===== src/rtl/pwm_duty_driver_if.sv =====
// Duty-update handshake and PWM status bundle for pwm_duty_driver.
interface pwm_duty_driver_if #(
  parameter int unsigned WIDTH = 8
);
  logic             en;
  logic [WIDTH-1:0] duty_in;
  logic             duty_valid;
  logic             duty_ready;
  logic             pwm_out;
  logic             period_start;
  logic [WIDTH-1:0] duty_active;
  logic             busy;

  modport master (
    output en, duty_in, duty_valid,
    input  duty_ready, pwm_out, period_start, duty_active, busy
  );

  modport slave (
    input  en, duty_in, duty_valid,
    output duty_ready, pwm_out, period_start, duty_active, busy
  );
endinterface


===== src/rtl/pwm_duty_driver.sv =====
// Period-aligned PWM generator feeding the analog pwmin pin; duty updates are
// staged in a shadow register and applied only at a period boundary.
module pwm_duty_driver #(
  parameter int unsigned WIDTH    = 8,
  parameter int unsigned PRESCALE = 1
) (
  input  logic               clk,
  input  logic               rst,
  pwm_duty_driver_if.slave   bus
);

  localparam int unsigned PRE_W = (PRESCALE > 1) ? $clog2(PRESCALE) : 1;

  typedef enum logic [1:0] {IDLE, RUN, DRAIN} state_t;

  state_t             state_q, state_d;
  logic [PRE_W-1:0]   pre_q, pre_d;
  logic [WIDTH-1:0]   cnt_q, cnt_d;
  logic [WIDTH-1:0]   duty_q, duty_d;
  logic [WIDTH-1:0]   shadow_q, shadow_d;
  logic               pend_q, pend_d;
  logic               pstart_q, pstart_d;
  logic               tick, wrap, xfer;

  // State and datapath registers
  always_ff @(posedge clk or posedge rst) begin
    if (rst) begin
      state_q  <= IDLE;
      pre_q    <= '0;
      cnt_q    <= '0;
      duty_q   <= '0;
      shadow_q <= '0;
      pend_q   <= 1'b0;
      pstart_q <= 1'b0;
    end else begin
      state_q  <= state_d;
      pre_q    <= pre_d;
      cnt_q    <= cnt_d;
      duty_q   <= duty_d;
      shadow_q <= shadow_d;
      pend_q   <= pend_d;
      pstart_q <= pstart_d;
    end
  end

  // Next-state, counters and duty handshake
  always_comb begin
    tick     = (pre_q == PRE_W'(PRESCALE - 1));
    wrap     = tick && (cnt_q == '1);
    xfer     = bus.duty_valid && !pend_q;
    state_d  = state_q;
    pre_d    = pre_q;
    cnt_d    = cnt_q;
    duty_d   = duty_q;
    shadow_d = shadow_q;
    pend_d   = pend_q;
    pstart_d = 1'b0;

    case (state_q)
      IDLE: begin
        pre_d = '0;
        cnt_d = '0;
        if (xfer) duty_d = bus.duty_in;
        if (bus.en) begin
          state_d  = RUN;
          pstart_d = 1'b1;
        end
      end
      RUN, DRAIN: begin
        pre_d = tick ? '0 : pre_q + PRE_W'(1);
        cnt_d = tick ? cnt_q + WIDTH'(1) : cnt_q;
        if (xfer) begin
          shadow_d = bus.duty_in;
          pend_d   = 1'b1;
        end
        // pend is pre-edge, so a write landing on the boundary waits a period
        if (wrap && pend_q) begin
          duty_d = shadow_q;
          pend_d = 1'b0;
        end
        if (state_q == RUN) begin
          if (!bus.en) state_d = DRAIN;
        end else if (bus.en) begin
          state_d = RUN;
        end else if (wrap) begin
          state_d = IDLE;
        end
        pstart_d = wrap && (state_d != IDLE);
      end
      default: state_d = IDLE;
    endcase
  end

  assign bus.duty_ready   = !pend_q;
  assign bus.busy         = (state_q != IDLE);
  assign bus.pwm_out      = (state_q != IDLE) && (cnt_q < duty_q);
  assign bus.period_start = pstart_q;
  assign bus.duty_active  = duty_q;

endmodule


===== src/flat_wrapper.sv =====
// flat-port wrapper written by rule: the top's interface ports become plain ports
module pwm_duty_driver_flat 
#(
  parameter int unsigned WIDTH    = 8,
  parameter int unsigned PRESCALE = 1
)
  (clk, rst, bus_en, bus_duty_in, bus_duty_valid, bus_duty_ready, bus_pwm_out, bus_period_start, bus_duty_active, bus_busy);
  pwm_duty_driver_if #(.WIDTH(WIDTH)) bus_i ();
  input  logic clk;
  input  logic rst;
  input wire logic [$bits(bus_i.en)-1:0] bus_en;
  input wire logic [$bits(bus_i.duty_in)-1:0] bus_duty_in;
  input wire logic [$bits(bus_i.duty_valid)-1:0] bus_duty_valid;
  output wire logic [$bits(bus_i.duty_ready)-1:0] bus_duty_ready;
  output wire logic [$bits(bus_i.pwm_out)-1:0] bus_pwm_out;
  output wire logic [$bits(bus_i.period_start)-1:0] bus_period_start;
  output wire logic [$bits(bus_i.duty_active)-1:0] bus_duty_active;
  output wire logic [$bits(bus_i.busy)-1:0] bus_busy;
  assign bus_i.en = bus_en;
  assign bus_i.duty_in = bus_duty_in;
  assign bus_i.duty_valid = bus_duty_valid;
  assign bus_duty_ready = bus_i.duty_ready;
  assign bus_pwm_out = bus_i.pwm_out;
  assign bus_period_start = bus_i.period_start;
  assign bus_duty_active = bus_i.duty_active;
  assign bus_busy = bus_i.busy;
  pwm_duty_driver #(.WIDTH(WIDTH), .PRESCALE(PRESCALE)) u_core (.clk(clk), .rst(rst), .bus(bus_i));
endmodule

===== config.mk =====
export PLATFORM = sky130hd
export DESIGN_NAME = pwm_duty_driver_flat
export DESIGN_NICKNAME = d
export VERILOG_FILES = /design/src/rtl/pwm_duty_driver_if.sv /design/src/rtl/pwm_duty_driver.sv /design/src/flat_wrapper.sv
export SDC_FILE = /design/constraint.sdc
export NUM_CORES = 1
export LEC_CHECK = 0
export ABC_CLOCK_PERIOD_IN_PS = 2660
export CAP_MARGIN = 40
export CORE_MARGIN = 2
export CORE_UTILIZATION = 30
export DETAILED_ROUTE_END_ITERATION = 16
export SYNTH_ARGS = -nofsm -noshare
export SYNTH_HDL_FRONTEND = slang
export SYNTH_SLANG_ARGS = --single-unit

===== constraint.sdc =====
create_clock -name clk -period 2.66 [get_ports clk]
set_input_delay 0.798 -clock clk [delete_from_list [all_inputs] [get_ports clk]]
set_output_delay 0.798 -clock clk [all_outputs]
set_load 0.02 [all_outputs]

After elaboration in Yosys (flattened, before gate mapping)
Cells that the tools add are included.
Storage, ports and cells
  flip-flop bits (word level): 29
  input bits: 12
  output and inout port bits: 12
  logic and storage cells: 52
Operators by class
  $add $sub $neg: 2
  magnitude comparators: 1
  eq/ne operators: 7
  multiplexer cells: 18
  bitwise operators: 1
  reductions and logical operators: 16
Operators with widths (count)
  $pmux W8 S2: 2
  $mux W8: 3
  $mux W2: 6
  $add A8 B1 Y8 const B: 1
  $eq A8 B8 Y1 const B: 1
  $lt A8 B8 Y1: 1
  $reduce_bool A2 Y1: 4
  $reduce_and A2 Y1: 3
  $logic_and A1 B1 Y1: 5
  $mux W1: 4
  $ne A2 B1 Y1 const B: 2
  $ne A2 B2 Y1 const B: 2
  $pmux W1 S2: 2
  $pmux W2 S2: 1
  $reduce_and A3 Y1: 1
  $eq A2 B1 Y1 const B: 1
  $eq A2 B2 Y1 const B: 1
  $logic_not A2 Y1: 1
  $reduce_or A2 Y1: 1
  $add A1 B1 Y1 const B: 1
  $logic_not A1 Y1: 1
  $not A1 Y1: 1

Logic depth before layout (Yosys ltp)
  word-level depth: 9
  gate-level depth with buffers: 7
  gate-level depth less buffers: 6

Least setup slack after synthesis
OpenSTA, ideal clock, no wires.
  kind: register -> output
  from: register u_core.duty_q[2], in the netlist u_core.bus.duty_active[2]
  to: output port bus_pwm_out
  data arrival time: 1.641 ns
  data required time: 1.862 ns
  path slack: 0.221 ns
  stages on the path, launching flop included: 7
  buffers on the path: 0
  cells stage by stage: dfrtp_1 > inv_1 > ha_1 > a21oi_1 > o21ai_0 > a41o_1 > a31oi_1
On the way
  cells in the longest elaborated chain, start to end: 2
Ends and longest elaborated chain
  start, declared: RTL line pwm_duty_driver.sv:19  | logic [WIDTH-1:0] duty_q, duty_d;
  start signal, assigned: RTL line pwm_duty_driver.sv:39  | duty_q <= duty_d;
  $lt A8 B8 Y1: RTL line pwm_duty_driver.sv:96  | assign bus.pwm_out = (state_q != IDLE) && (cnt_q < duty_q);
  $logic_and A1 B1 Y1: RTL line pwm_duty_driver.sv:96
  end, declared: RTL line flat_wrapper.sv:15  | output wire logic [$bits(bus_i.pwm_out)-1:0] bus_pwm_out;
No other way between the ends.

Worst setup path in the final report
Ends and elaborated chain as after synthesis.

==> results.txt <==
Outcome: finished clean
Fillcell total: 508
Sequential share of the synthesized area: 0.444
Global-route total usage across every layer: 0.133
Actual slew at the worst max-slew pin: 0.642 ns
HPWL Detailed: 2580 um
#FFs+latches synth: 28
Remaining DRCs: 0
Layout Nets: 223
Post-Synth Simple-Gate Area: 0.170
Combinational family with the most area after synthesis: simple AND/OR/NAND/NOR gates
Crit path DAT: 1.81 ns
Vias in the first global route: 1281
Ports: 24
Final setup fails: 0
Min Tclk post-route: 2.61 ns
CP peak stage delay: 0.35 ns
Number of buffers and inverters on the critical path: 2
CP Cell Sequence: inv_1, ha_1, a21oi_2, o21ai_1, a41o_1, a31oi_1, buf_2
Hold WC Path Type: flip-flop to flip-flop
IO buf count: 23
Req. time, crit path: 1.86 ns
DR WL/cell: 13.3 um
Post-route setup slack: 0.0481 ns
Layout Cells excl Fill: 268
Largest delay share family, worst path: compound AO/OA/AOI/OAI gates
Ys Warns: 0
Unrepaired setup endpoints after global routing: yes
CORE AREA: 5110 um^2
Fin. Hold Viols: 0
H-tree depth: 1
Vias per cell: 4.90
GR Overflow Total: 0
Critical path fanouts, max: 2
Via count: 1312
Clock Skew: 0.00735 ns
Post-detailed-route count of antenna-violating nets: 0
Startpoint class of the critical path: flip-flop
Syn-to-layout area delta: 30.1%
Xor/xnor cell area share of the yosys netlist: 0.0111
Hold-fix buffers, CTS: 0
Root buf cell: clkbuf_8
Final hold slack: 0.514 ns
Unique masters post-synth: 40
Slowest stage cell, crit path: dfrtp_1
Mapped cell area: 1580 um^2
Worst skew pair latency: 0.28 ns
Mean post-synth cell area: 9.99 um^2
Die H: 76.5 um
Fmax: 383 MHz
Placed insts: 265
Gpl congestion: 0.747
Clock Sinks: 28
DIE AREA: 5860 um^2
Starting Density: 0.309
Top cell type's share of synthesized area: 0.444
Core Rows: 26
Most frequent cell after synthesis: dfrtp_1
Synth top cells by count: dfrtp_1, nand2_1, inv_1
Final wirelength: 3570 um
DIE WIDTH: 76.5 um
Drt pass-1 iters: 4
Syn Inst Count: 158
Adder-Cell Fraction of Synth Area: 0.0872
Overall Power: 2.06 mW
Async S/R FF share, synth: 1.00
Final period util: 0.982
Setup CP Type: flip-flop to output port
Worst-path clk slew: 0.09 ns
Post-synth net total: 181
Antenna violations before repair: 0
Max Slew Vio Count: 0
Power density cells: 1000 nW/um^2
Layout cells sized above 1: 0.177
Static leakage power: 0.986 nW
TritonCTS Buffers: 3
First-pass GRT wire length: 6210 um
Area leader, netlist: dfrtp_1
Area of the multi-input gates: 803 um^2
CTS tree: yes
Worst slack, placed: -0.134 ns
FF/Latch Area: 701 um^2
EDFF count, synth: 0
Largest net degree at the start of global routing: 29
Crit. End Element: output port
Mux share of post-synthesis cell area: 0.0761
Top cells by area, synth: dfrtp_1, ha_1, mux2_2
Compound-cell area share of the yosys netlist: 0.163
Ant. Diodes: 0
Rel. slew slack: 0.572
Worst-case vdd ir drop: 0.565 mV
DR iter-0 viols: 52
Max cap viols: 0
Fin util: 0.402
Main synth FF type: dfrtp_1
Max Root-Sink Buffers: 2
## layout make-up
class,count,share of cell area
multi-input combinational,112,0.391
sequential,28,0.341
timing repair buffer,42,0.180
tap,70,0.0427
inverter,13,0.0238
clock buffer,3,0.0201
## repair_timing
action,in CTS,in global routing
setup buffers,0,0
pin swaps,1,0
resized for setup,5,3
setup endpoints to repair,1,2
## metal layers
metal | track usage | vias up | wire length, um
met5 | 0 | - | 0
met4 | 0.0491 | 0 | 59
met3 | 0.0296 | 4 | 112
met2 | 0.210 | 19 | 1650
met1 | 0.178 | 640 | 1750
li1 | - | 649 | -
## cell families (layout without fill, tap and decap cells)
kind of cell,count (synthesis),count (layout)
flops,28,28
mux,11,11
fa+ha+maj,11,11
xor+xnor,2,2
simple gates,53,53
compound gates,35,35
buf+inv,18,58
## final timing paths
kind,start,to,slack [ns],depth (start not counted)
max,u_core.bus.duty_active[2],bus_pwm_out,0.05,7
min,u_core.shadow_q[4],u_core.shadow_q[4],0.51,1
max reg2reg,u_core.state_q[1],u_core.bus.duty_active[2],0.62,6
min reg2reg,u_core.shadow_q[4],u_core.shadow_q[4],0.51,1
max in group asynchronous,rst,u_core.bus.duty_active[7],1.50,3
min in group asynchronous,rst,u_core.shadow_q[1],0.88,3
## through the flow
step	setup TNS (ns)	instance area [um^2]
floorplan	0	1580
global placement	-0.0950	2010
detailed placement	-0.134	2010
CTS	0	2050
global route	-0.0540	2050
finish	0	2050
## flip-flops by register name (all words and copies together) (netlist names)
signal                   flops
u_core.bus.duty_active       8
u_core.cnt_q                 8
u_core.state_q               2
u_core.shadow_q              8
u_core.pend_q                1
u_core.bus.period_start      1
## worst reg2reg max path, delay by kind of cell, from the launching register on
kind | cells | cell delay (ns)
DFF | 1 | 0.37
and+or+nand+nor | 2 | 0.42
AOI/OAI and AO/OA | 1 | 0.29
buffers and inverters | 2 | 0.29
adders and majority gates | 1 | 0.56
## power breakdown
part | total (mW) | leakage (nW) | internal (mW) | switching, mW
sequential | 0.584 | 0.362 | 0.529 | 0.0546
clock | 0.232 | 0.0216 | 0.102 | 0.130
combinational | 1.24 | 0.603 | 0.563 | 0.678
## layout by cell type (no fill, tap or decap), types with 2 or more instances in the layout
master           netlist  final
dfrtp_1               28     28
mux2_2                 8      8
nand2_1               16     16
nor2b_1                2      2
and4_1                 2      2
ha_1                  11     11
and2_1                 5      5
a22oi_1                5      5
buf_4                  0     19
clkdlybuf4s50_1        0     21
o21ai_0                8      7
xnor2_1                2      2
nor4_1                 2      2
nor3_1                 5      5
mux2i_1                3      3
inv_1                 13     13
o22ai_1                4      4
nand3_1                5      5
clkbuf_8               0      3
a221o_1                4      4
a21oi_1                4      3
nor2_1                 9      9
Note: power is estimated with default switching activity, not from simulation.
